--- config.mk ---
export PLATFORM = sky130hd
export DESIGN_NAME = ads8684_ctrl_flat
export DESIGN_NICKNAME = d
export VERILOG_FILES = /design/src/rtl/ads8684_ctrl_if.sv /design/src/rtl/ads8684_ctrl.sv /design/src/flat_wrapper.sv
export SDC_FILE = /design/constraint.sdc
export NUM_CORES = 1
export LEC_CHECK = 0
export BUFFER_PORTS_ARGS = -buffer_cell sky130_fd_sc_hd__buf_2
export CORE_UTILIZATION = 50
export DETAILED_ROUTE_END_ITERATION = 10
export GPL_TIMING_DRIVEN = 0
export PLACE_DENSITY = 0.7
export SLEW_MARGIN = 20
export SYNTH_ARGS = -nofsm -noshare
export SYNTH_HDL_FRONTEND = slang
export SYNTH_SLANG_ARGS = --single-unit
--- constraint.sdc ---
create_clock -name clk -period 2.9 [get_ports clk]
set_input_delay 0.58 -clock clk [delete_from_list [all_inputs] [get_ports clk]]
set_output_delay 0.58 -clock clk [all_outputs]
set_load 0.01 [all_outputs]
--- src/rtl/ads8684_ctrl_if.sv ---
// ----------------------------------------------------------------------------
// ads8684_ctrl_if
// Purpose : groups the request/result handshake and the ADS8684 SPI pins of
//           ads8684_ctrl into one bundle.
// Signals : req, req_ch          - conversion request and its channel (0..3)
//           req_ready            - command slot empty, request can be taken
//           data_valid, data,
//           data_ch              - one-cycle result pulse, 16-bit result, channel
//           busy                 - controller is not idle
//           csn, sclk, sdi, sdo  - ADS8684 serial port
//           scan_en              - auto-scan enable, present only when
//                                  ADS8684_CTRL_AUTO_SCAN_EN is defined
// Modports: slave  - the controller side
//           master - the requester / ADC side
// ----------------------------------------------------------------------------
interface ads8684_ctrl_if;
  logic        req;
  logic [1:0]  req_ch;
  logic        req_ready;
  logic        data_valid;
  logic [15:0] data;
  logic [1:0]  data_ch;
  logic        busy;
  logic        csn;
  logic        sclk;
  logic        sdi;
  logic        sdo;
`ifdef ADS8684_CTRL_AUTO_SCAN_EN
  logic        scan_en;

  modport slave (
    input  req, req_ch, sdo, scan_en,
    output req_ready, data_valid, data, data_ch, busy, csn, sclk, sdi
  );
  modport master (
    output req, req_ch, sdo, scan_en,
    input  req_ready, data_valid, data, data_ch, busy, csn, sclk, sdi
  );
`else
  modport slave (
    input  req, req_ch, sdo,
    output req_ready, data_valid, data, data_ch, busy, csn, sclk, sdi
  );
  modport master (
    output req, req_ch, sdo,
    input  req_ready, data_valid, data, data_ch, busy, csn, sclk, sdi
  );
`endif
endinterface

--- src/rtl/ads8684_ctrl.sv ---
// ----------------------------------------------------------------------------
// ads8684_ctrl
// Purpose : drives an ADS8684 ADC with 32-bit SPI frames. Each frame carries a
//           manual-channel-select command (or NO_OP) in its top 16 bits; the
//           ADC answers a command one frame later, so the result of a command
//           frame is returned at the end of the following frame.
// Params  : SCLK_DIV - clk cycles per sclk half-period (1..255)
//           CS_GAP   - clk cycles csn stays high between frames (1..255)
// Ports   : clk  - clock, rising edge
//           rst  - synchronous active-high reset
//           bus  - ads8684_ctrl_if.slave (request, result and SPI signals)
// Option  : ADS8684_CTRL_AUTO_SCAN_EN adds bus.scan_en; while it is high the
//           controller queues channels 0,1,2,3,0,... by itself.
// ----------------------------------------------------------------------------
module ads8684_ctrl #(
  parameter int SCLK_DIV = 2,
  parameter int CS_GAP   = 4
) (
  input  logic          clk,
  input  logic          rst,
  ads8684_ctrl_if.slave bus
);

  typedef enum logic [1:0] {IDLE, SHIFT, GAP} state_t;

  localparam logic [7:0] DIV_LAST = 8'(SCLK_DIV - 1);
  localparam logic [7:0] GAP_LAST = 8'(CS_GAP - 1);

  state_t      state_reg, state_next;
  logic        slot_full_reg, slot_full_next;
  logic [1:0]  slot_ch_reg, slot_ch_next;
  logic        cur_cmd_reg, cur_cmd_next;        // frame on the wire is a command
  logic [1:0]  cur_ch_reg, cur_ch_next;
  logic        inflight_valid_reg, inflight_valid_next;
  logic [1:0]  inflight_ch_reg, inflight_ch_next;
  logic [30:0] tx_reg, tx_next;                  // bits still to go after sdi
  logic [14:0] rx_reg, rx_next;                  // only the low 16 bits matter
  logic [7:0]  div_cnt_reg, div_cnt_next;
  logic [4:0]  bit_cnt_reg, bit_cnt_next;
  logic [7:0]  gap_cnt_reg, gap_cnt_next;
  logic        csn_reg, csn_next;
  logic        sclk_reg, sclk_next;
  logic        sdi_reg, sdi_next;
  logic        data_valid_reg, data_valid_next;
  logic [15:0] data_reg, data_next;
  logic [1:0]  data_ch_reg, data_ch_next;

  logic        req_ready;
  logic        accept;
  logic        start_frame;
  logic [31:0] frame_word;

`ifdef ADS8684_CTRL_AUTO_SCAN_EN
  logic        scan_en_d_reg, scan_en_d_next;
  logic [1:0]  scan_ch_reg, scan_ch_next;
  logic        scan_rise;
  logic [1:0]  scan_fill_ch;

  assign scan_rise    = bus.scan_en && !scan_en_d_reg;
  // A fresh scan always begins at channel 0.
  assign scan_fill_ch = scan_rise ? 2'd0 : scan_ch_reg;
  assign req_ready    = !slot_full_reg && !bus.scan_en;
`else
  assign req_ready    = !slot_full_reg;
`endif

  assign accept = bus.req && req_ready;

  // Word loaded at frame start: command for the slot channel, or NO_OP.
  always_comb begin
    frame_word = 32'h0;
    if (slot_full_reg) begin
      frame_word = {4'b1100, slot_ch_reg, 26'h0};
    end
  end

  always_comb begin
    state_next          = state_reg;
    slot_full_next      = slot_full_reg;
    slot_ch_next        = slot_ch_reg;
    cur_cmd_next        = cur_cmd_reg;
    cur_ch_next         = cur_ch_reg;
    inflight_valid_next = inflight_valid_reg;
    inflight_ch_next    = inflight_ch_reg;
    tx_next             = tx_reg;
    rx_next             = rx_reg;
    div_cnt_next        = div_cnt_reg;
    bit_cnt_next        = bit_cnt_reg;
    gap_cnt_next        = gap_cnt_reg;
    csn_next            = csn_reg;
    sclk_next           = sclk_reg;
    sdi_next            = sdi_reg;
    data_valid_next     = 1'b0;
    data_next           = data_reg;
    data_ch_next        = data_ch_reg;
    start_frame         = 1'b0;

    case (state_reg)
      IDLE: begin
        if (slot_full_reg) begin
          start_frame = 1'b1;
        end
      end

      SHIFT: begin
        if (div_cnt_reg == DIV_LAST) begin
          div_cnt_next = 8'd0;
          if (!sclk_reg) begin
            sclk_next = 1'b1;
          end else begin
            // sclk returns low: sample sdo, then either move on or close.
            sclk_next = 1'b0;
            rx_next   = {rx_reg[13:0], bus.sdo};
            if (bit_cnt_reg == 5'd31) begin
              state_next   = GAP;
              csn_next     = 1'b1;
              sdi_next     = 1'b0;
              gap_cnt_next = 8'd0;
              if (inflight_valid_reg) begin
                data_valid_next = 1'b1;
                data_next       = {rx_reg, bus.sdo};
                data_ch_next    = inflight_ch_reg;
              end
              inflight_valid_next = cur_cmd_reg;
              inflight_ch_next    = cur_ch_reg;
            end else begin
              bit_cnt_next = bit_cnt_reg + 5'd1;
              sdi_next     = tx_reg[30];
              tx_next      = {tx_reg[29:0], 1'b0};
            end
          end
        end else begin
          div_cnt_next = div_cnt_reg + 8'd1;
        end
      end

      GAP: begin
        if (gap_cnt_reg == GAP_LAST) begin
          // An outstanding result needs one more frame to come back.
          if (slot_full_reg || inflight_valid_reg) begin
            start_frame = 1'b1;
          end else begin
            state_next = IDLE;
          end
        end else begin
          gap_cnt_next = gap_cnt_reg + 8'd1;
        end
      end

      default: state_next = IDLE;
    endcase

    if (start_frame) begin
      state_next     = SHIFT;
      csn_next       = 1'b0;
      sclk_next      = 1'b0;
      div_cnt_next   = 8'd0;
      bit_cnt_next   = 5'd0;
      sdi_next       = frame_word[31];
      tx_next        = frame_word[30:0];
      cur_cmd_next   = slot_full_reg;
      cur_ch_next    = slot_ch_reg;
      slot_full_next = 1'b0;
    end

    // Filling only ever happens into an empty slot, so it may coincide with
    // a NO_OP frame start and must win over the clear above.
    if (accept) begin
      slot_full_next = 1'b1;
      slot_ch_next   = bus.req_ch;
    end

`ifdef ADS8684_CTRL_AUTO_SCAN_EN
    scan_en_d_next = bus.scan_en;
    scan_ch_next   = scan_ch_reg;
    if (bus.scan_en) begin
      if (!slot_full_reg) begin
        slot_full_next = 1'b1;
        slot_ch_next   = scan_fill_ch;
        scan_ch_next   = scan_fill_ch + 2'd1;
      end else if (scan_rise) begin
        scan_ch_next = 2'd0;
      end
    end
`endif
  end

  always_ff @(posedge clk) begin
    if (rst) begin
      state_reg          <= IDLE;
      slot_full_reg      <= 1'b0;
      slot_ch_reg        <= 2'd0;
      cur_cmd_reg        <= 1'b0;
      cur_ch_reg         <= 2'd0;
      inflight_valid_reg <= 1'b0;
      inflight_ch_reg    <= 2'd0;
      tx_reg             <= 31'h0;
      rx_reg             <= 15'h0;
      div_cnt_reg        <= 8'd0;
      bit_cnt_reg        <= 5'd0;
      gap_cnt_reg        <= 8'd0;
      csn_reg            <= 1'b1;
      sclk_reg           <= 1'b0;
      sdi_reg            <= 1'b0;
      data_valid_reg     <= 1'b0;
      data_reg           <= 16'h0;
      data_ch_reg        <= 2'd0;
`ifdef ADS8684_CTRL_AUTO_SCAN_EN
      scan_en_d_reg      <= 1'b0;
      scan_ch_reg        <= 2'd0;
`endif
    end else begin
      state_reg          <= state_next;
      slot_full_reg      <= slot_full_next;
      slot_ch_reg        <= slot_ch_next;
      cur_cmd_reg        <= cur_cmd_next;
      cur_ch_reg         <= cur_ch_next;
      inflight_valid_reg <= inflight_valid_next;
      inflight_ch_reg    <= inflight_ch_next;
      tx_reg             <= tx_next;
      rx_reg             <= rx_next;
      div_cnt_reg        <= div_cnt_next;
      bit_cnt_reg        <= bit_cnt_next;
      gap_cnt_reg        <= gap_cnt_next;
      csn_reg            <= csn_next;
      sclk_reg           <= sclk_next;
      sdi_reg            <= sdi_next;
      data_valid_reg     <= data_valid_next;
      data_reg           <= data_next;
      data_ch_reg        <= data_ch_next;
`ifdef ADS8684_CTRL_AUTO_SCAN_EN
      scan_en_d_reg      <= scan_en_d_next;
      scan_ch_reg        <= scan_ch_next;
`endif
    end
  end

  assign bus.req_ready  = req_ready;
  assign bus.busy       = (state_reg != IDLE);
  assign bus.csn        = csn_reg;
  assign bus.sclk       = sclk_reg;
  assign bus.sdi        = sdi_reg;
  assign bus.data_valid = data_valid_reg;
  assign bus.data       = data_reg;
  assign bus.data_ch    = data_ch_reg;

endmodule

--- src/flat_wrapper.sv ---
// flat-port wrapper written by rule: the top's interface ports become plain ports
module ads8684_ctrl_flat 
#(
  parameter int SCLK_DIV = 2,
  parameter int CS_GAP   = 4
)
  (clk, rst, bus_req, bus_req_ch, bus_sdo, bus_req_ready, bus_data_valid, bus_data, bus_data_ch, bus_busy, bus_csn, bus_sclk, bus_sdi);
  ads8684_ctrl_if bus_i ();
  input  logic clk;
  input  logic rst;
  input wire logic [$bits(bus_i.req)-1:0] bus_req;
  input wire logic [$bits(bus_i.req_ch)-1:0] bus_req_ch;
  input wire logic [$bits(bus_i.sdo)-1:0] bus_sdo;
  output wire logic [$bits(bus_i.req_ready)-1:0] bus_req_ready;
  output wire logic [$bits(bus_i.data_valid)-1:0] bus_data_valid;
  output wire logic [$bits(bus_i.data)-1:0] bus_data;
  output wire logic [$bits(bus_i.data_ch)-1:0] bus_data_ch;
  output wire logic [$bits(bus_i.busy)-1:0] bus_busy;
  output wire logic [$bits(bus_i.csn)-1:0] bus_csn;
  output wire logic [$bits(bus_i.sclk)-1:0] bus_sclk;
  output wire logic [$bits(bus_i.sdi)-1:0] bus_sdi;
  assign bus_i.req = bus_req;
  assign bus_i.req_ch = bus_req_ch;
  assign bus_i.sdo = bus_sdo;
  assign bus_req_ready = bus_i.req_ready;
  assign bus_data_valid = bus_i.data_valid;
  assign bus_data = bus_i.data;
  assign bus_data_ch = bus_i.data_ch;
  assign bus_busy = bus_i.busy;
  assign bus_csn = bus_i.csn;
  assign bus_sclk = bus_i.sclk;
  assign bus_sdi = bus_i.sdi;
  ads8684_ctrl #(.SCLK_DIV(SCLK_DIV), .CS_GAP(CS_GAP)) u_core (.clk(clk), .rst(rst), .bus(bus_i));
endmodule
# Word-level counts from Yosys, hierarchy flattened
# Cells that the tools add are included.
# op_classes
bitwise_logic	5
add_sub_neg	3
n_mux	37
n_eq_ne	18
n_reduce_logical	24
# op_table
operator	n
two-way mux 31 bit	5
two-way mux 8 bit	5
two-way mux 32 bit	1
two-way mux 1 bit	18
adder 8 x 1 -> 8 bit, second input constant	2
case mux 8 bit (2 select lines)	1
AND reduction 4 bit	4
nonzero test 2 bit	7
!= test 2 x 1 -> 1 bit, second input constant	6
!= test 3 x 1 -> 1 bit, second input constant	4
AND reduction 6 bit	2
two-way mux 2 bit	5
AND reduction 5 bit	2
== test 8 x 1 -> 1 bit, second input constant	1
== test 8 x 2 -> 1 bit, second input constant	1
case mux 2 bit (3 select lines)	1
AND reduction 3 bit	2
adder 5 x 1 -> 5 bit, second input constant	1
== test 5 bit, second input constant	1
inverter 1 bit	5
OR reduction 5 bit	1
!= test 2 bit, second input constant	2
!= test 3 x 2 -> 1 bit, second input constant	1
== test 2 x 1 -> 1 bit, second input constant	1
other kinds (8)	8
# word_totals
out_inout_bits	24
register_bits	100

# Longest topological paths before layout
# logic_depth
depth_word	6
depth_mapped	9
mapped_depth_nobuf	7

# Least setup slack after synthesis
# OpenSTA, ideal clock, no wires.
# synth_path
path_type	register -> register
startpoint	register u_core.bit_cnt_reg[0]
endpoint	register u_core.data_reg[6] (netlist: u_core.bus.data[6])
synth_period_minus_slack_ns	1.835
path_stages_with_launch	10
required_ns	2.768
arrival_ns	1.703
path_slack_ns	1.065
n_path_buf	2
path_cell_list	dfxtp_1 -> ha_1 -> and3_1 -> ha_1 -> and4b_1 -> and4_1 -> buf_4 -> buf_4 -> nand2_1 -> a21oi_1
# synth_via
elab_chain_len	2
# synth_lines
item	line	rtl
start, declared	ads8684_ctrl.sv:39	logic [4:0] bit_cnt_reg, bit_cnt_next;
start signal, assigned	ads8684_ctrl.sv:223	bit_cnt_reg <= bit_cnt_next;
== test 5 bit	ads8684_ctrl.sv:114	if (bit_cnt_reg == 5'd31) begin
AND reduction 5 bit (no source line)	--	
end signal, assigned	ads8684_ctrl.sv:229	data_reg <= data_next;
end, declared	ads8684_ctrl.sv:45	logic [15:0] data_reg, data_next;
# Every way passes these cells.
# A chain may end at the register's enable or synchronous reset.

# Worst setup path in the final report
# layout_path
startpoint	register u_core.gap_cnt_reg[0]
endpoint	register u_core.tx_reg[26]
# layout_via
elab_chain_len	5
word_cells_on_any_way	9
# layout_lines
item	line	rtl
start, declared	ads8684_ctrl.sv:40	logic [7:0] gap_cnt_reg, gap_cnt_next;
start signal, assigned	ads8684_ctrl.sv:224	gap_cnt_reg <= gap_cnt_next;
== test 8 x 2 -> 1 bit (*)	ads8684_ctrl.sv:138	if (gap_cnt_reg == GAP_LAST) begin
two-way mux 1 bit (*)	ads8684_ctrl.sv:138	
case mux 1 bit (2 select lines) (*)	ads8684_ctrl.sv:98	case (state_reg)
!= test 2 x 1 -> 1 bit (no source line) / nonzero test 2 bit (equally long branches)	--	
AND reduction 4 bit (no source line)	--	
end signal, assigned	ads8684_ctrl.sv:220	tx_reg <= tx_next;
end, declared	ads8684_ctrl.sv:36	logic [30:0] tx_reg, tx_next;
# Mark *: on every way between the ends. The rest lies on a longest branch, timed or not.

==> impl_metrics.csv <==
group,metric,value,unit
synth,synth-compound-area-share,8.62,%
clock_network,clockBufferDepth,2,
synth,yosysTopAreaCell,"dfxtp_1",
worst_hold_path,holdPathStages,2,
pwr,seq_power_share,52.3,%
global_routing,grt_max_degree,13,
detailed_routing,routedWlPerCell,13.0,um
place,gp_congestion,0.796,
clock_network,cts_resized,0,
sta,slew_viol_final,0,
pwr,pwr-share-clk,43.0,%
sta,skew,0.00661,ns
clock_network,ctsRootBufferMaster,"clkbuf_8",
sta,hold_viol_final,0,
cells_and_area,fill_cells,535,
cells_and_area,syn2layout_area_growth,14.6,%
floorplanning,rows,28,
detailed_routing,routed_wirelength,5820,um
synth,syn_avg_cell_area,9.22,um2
sta,tightest_slew,0.627,ns
synth,ys.flop_type,"dfxtp_1",
worst_hold_path,worstHoldPathType,"flop to flop",
cells_and_area,multi_input_area,0.00143,mm2
floorplanning,die_area,0.00638,mm2
synth,synthCells,329,
global_routing,grt_use_total,20.3,%
synth,synth_fa_ha_area_share,2.06,%
global_routing,antenna_found_initial,0,
global_routing,grt_pass1_vias,2143,
clock_network,cts.htree.levels,3,
setup_path,cp.required,3.17,ns
pwr,p_int,1.55,mW
synth,yosysUniqueCellTypes,49,
floorplanning,die_w,79.9,um
place,dpl_cell_area,0.00327,mm2
pwr,p_leak,1.48,nW
setup_path,crit_fanout,10,
sta,setup_viol,0,
cells_and_area,finalNonFillerCells,448,
setup_path,r2r_slack,0.70,ns
synth,synth_enable_flop_cells,0,
cells_and_area,design_area,0.00348,mm2
sta,max_freq,455,MHz
sta,slew_headroom,57.6,%
run,cap_viol_max_count,0,
pwr,powerDensity,572,mW/mm2
synth,synth_xor_xnor_area_share,4.33,%
detailed_routing,first_pass_iters,4,
sta,period_share,75.8,%
synth,async_reset_ff_share,0,%
status,status,"finished clean",
detailed_routing,route.vias.total,2330,
synth,netlist_area,0.00303,mm2
sta,rsz0062_at_grt,"no",
worst_hold_path,min_to,"u_core.bus.data[15]$_SDFFE_PP0P_",
sta,finalWorstPathRequiredPeriod,2.20,ns
setup_path,cp-start-kind,"flop",
synth,yosysWarnings,0,
pwr,vdd_drop_max,0.000457,V
floorplanning,ioPinCount,30,
place,hpwl,3860,um
synth,syn-num-nets,340,
setup_path,criticalPathCategory,"flop to flop",
synth,synth-simple-area-share,24.1,%
place,io_buffers,28,
cells_and_area,diodes,0,
cells_and_area,drive_gt1_share,17.4,%
synth,synth_top_family_by_area,"simple AND/OR/NAND/NOR gates",
clock_network,ctsHoldBuffers,0,
setup_path,cp.arrival,2.47,ns
clock_network,cts_setup_buffers,0,
setup_path,reg2reg_depth,6,
floorplanning,core_region_area,0.00589,mm2
detailed_routing,ant_nets,0,
detailed_routing,avgViaCountPerCell,5.20,
detailed_routing,dr.first_iter.drc_count,96,
synth,synthTopCellsByArea,"dfxtp_1 (49%), mux2i_1 (7.9%), nand2_1 (6.4%)",
cells_and_area,fin_nets,379,
floorplanning,start_util,51.5,%
place,dp.cells,432,
clock_network,clk_latency,0.34,ns
clock_network,numClockSinks,74,
setup_path,reg2reg_to,"u_core.tx_reg[26]$_SDFFE_PP0P_",
sta,timing.setup.tns,0,ns
worst_hold_path,holdCritStartpoint,"u_core.bus.data[15]$_SDFFE_PP0P_",
floorplanning,die_h,79.9,um
clock_network,clk_pin_slew,0.07,ns
global_routing,grt-ovfl-total,0,
detailed_routing,drc_errors,0,
synth,synthMuxAreaShare,7.92,%
synth,synth_top_area_share,48.8,%
clock_network,cts_tree,"done",
clock_network,cts_buffers,9,
cells_and_area,ff_latch_area,0.00148,mm2
synth,yosysSeqAreaShare,48.8,%
cells_and_area,fin_util,59.1,%
pwr,comb_power_share,4.7,%
setup_path,endpoint_kind,"flop",
synth,ys_ff_latch,74,
cells_and_area,largest_reg_flops,16,
pwr,power.switching,438,uW
global_routing,grt_pass1_wl,10000,um
pwr,swShare,22.1,%
setup_path,rr_startpoint,"u_core.gap_cnt_reg[0]$_SDFFE_PP0P_",
==> layout make-up <==
cell class / count / area share [%]
clock inverter: 5 / 2.27
buffer: 17 / 2.99
sequential: 74 / 42.6
inverter: 6 / 0.648
tap: 75 / 2.70
clock buffer: 11 / 3.78
multi-input combinational: 232 / 41.0
timing repair buffer: 28 / 4.03
==> worst max-delay path, stage by stage, from the launching register on <==
cell and delay (ns):
dfxtp_1 0.38, ha_1 0.24, nor4b_1 0.55, a41oi_1 0.35, buf_2 0.29, nand3b_1 0.19
a21oi_1 0.14
==> layout by cell type (no fill, tap or decap), types with 2 or more instances in the layout <==
cell / synthesis / final
xor2_1: 9 / 9
a21oi_1: 29 / 29
and4_1: 2 / 2
nor3_1: 3 / 3
ha_1: 5 / 5
nand3b_1: 3 / 3
nor2b_1: 4 / 4
a211oi_1: 2 / 2
o21ai_0: 2 / 2
clkbuf_8: 1 / 10
inv_1: 6 / 6
and4b_1: 3 / 3
buf_4: 3 / 3
mux2i_1: 24 / 24
o22ai_1: 2 / 2
dfxtp_1: 74 / 74
nand3_1: 7 / 7
clkinv_2: 0 / 2
bufinv_16: 0 / 2
nand2b_1: 3 / 3
nand4_1: 7 / 7
xnor2_1: 6 / 6
buf_6: 2 / 2
nand2_1: 52 / 52
a21o_1: 2 / 2
and3_2: 2 / 2
or2_2: 2 / 2
a31oi_1: 2 / 2
buf_2: 2 / 30
nor2_1: 42 / 42
clkbuf_1: 8 / 10
==> worst max path at each step <==
stage                                    endpoint  depth (start not counted)                          startpoint
2_1_floorplan     u_core.bus.data[6]$_SDFFE_PP0P_                          9  u_core.bit_cnt_reg[0]$_SDFFE_PP0P_
3_3_place_gp      u_core.bus.data[9]$_SDFFE_PP0P_                          8  u_core.bit_cnt_reg[0]$_SDFFE_PP0P_
3_5_place_dp      u_core.bus.data[9]$_SDFFE_PP0P_                          8  u_core.bit_cnt_reg[0]$_SDFFE_PP0P_
4_1_cts        u_core.bus.data_ch[0]$_SDFFE_PP0P_                          8  u_core.bit_cnt_reg[0]$_SDFFE_PP0P_
5_1_grt          u_core.bus.data[12]$_SDFFE_PP0P_                          8  u_core.bit_cnt_reg[0]$_SDFFE_PP0P_
6_report           u_core.tx_reg[26]$_SDFFE_PP0P_                          6  u_core.gap_cnt_reg[0]$_SDFFE_PP0P_
==> cell families (layout without fill, tap and decap cells) <==
group           count (synthesis)  count (layout)
xor+xnor                       15              15
fa+ha+maj                       5               5
mux                            24              24
simple gates                  143             143
compound gates                 45              45
buf+inv                        23              67
flops                          74              74
==> per-layer routing <==
layer / part of all wire [%] / vias up / global-route usage (%)
met1: 53 / 1090 / 28.2
met4: 1.2 / 0 / 7.50
li1: - / 1201 / -
met3: 2.7 / 8 / 5.26
met2: 43 / 31 / 30.0
met5: 0 / - / 0
==> metrics by stage <==
step	total power, mW	hold WS, ns	setup WS [ns]
2_1_floorplan	1.13	0.430	1.07
3_3_place_gp	1.16	0.438	0.763
3_5_place_dp	1.16	0.441	0.718
4_1_cts	2.00	0.452	0.699
5_1_grt	2.06	0.464	0.526
6_report	1.99	0.452	0.700
==> synth_stat cells, drive strengths merged, types with 4 or more instances <==
master and instances:
a21oi 30, and4b 4, nor3 4, dfxtp 74
nand2 52, xnor2 6, nor2b 4, nand3 8
ha 5, nor2 42, nand4 8, inv 6
xor2 9, buf 7, clkbuf 10, mux2i 24
==> power by group through the flow <==
stage	Sequential [mW]	Combinational [mW]	Clock (mW)
after global placement	1.06	0.0928	0
after detailed placement	1.06	0.0943	0
after global routing	1.04	0.103	0.913
after floorplan	1.06	0.0669	0
final	1.04	0.0939	0.854
after CTS	1.04	0.0948	0.865
(Power assumes the default switching activity.)
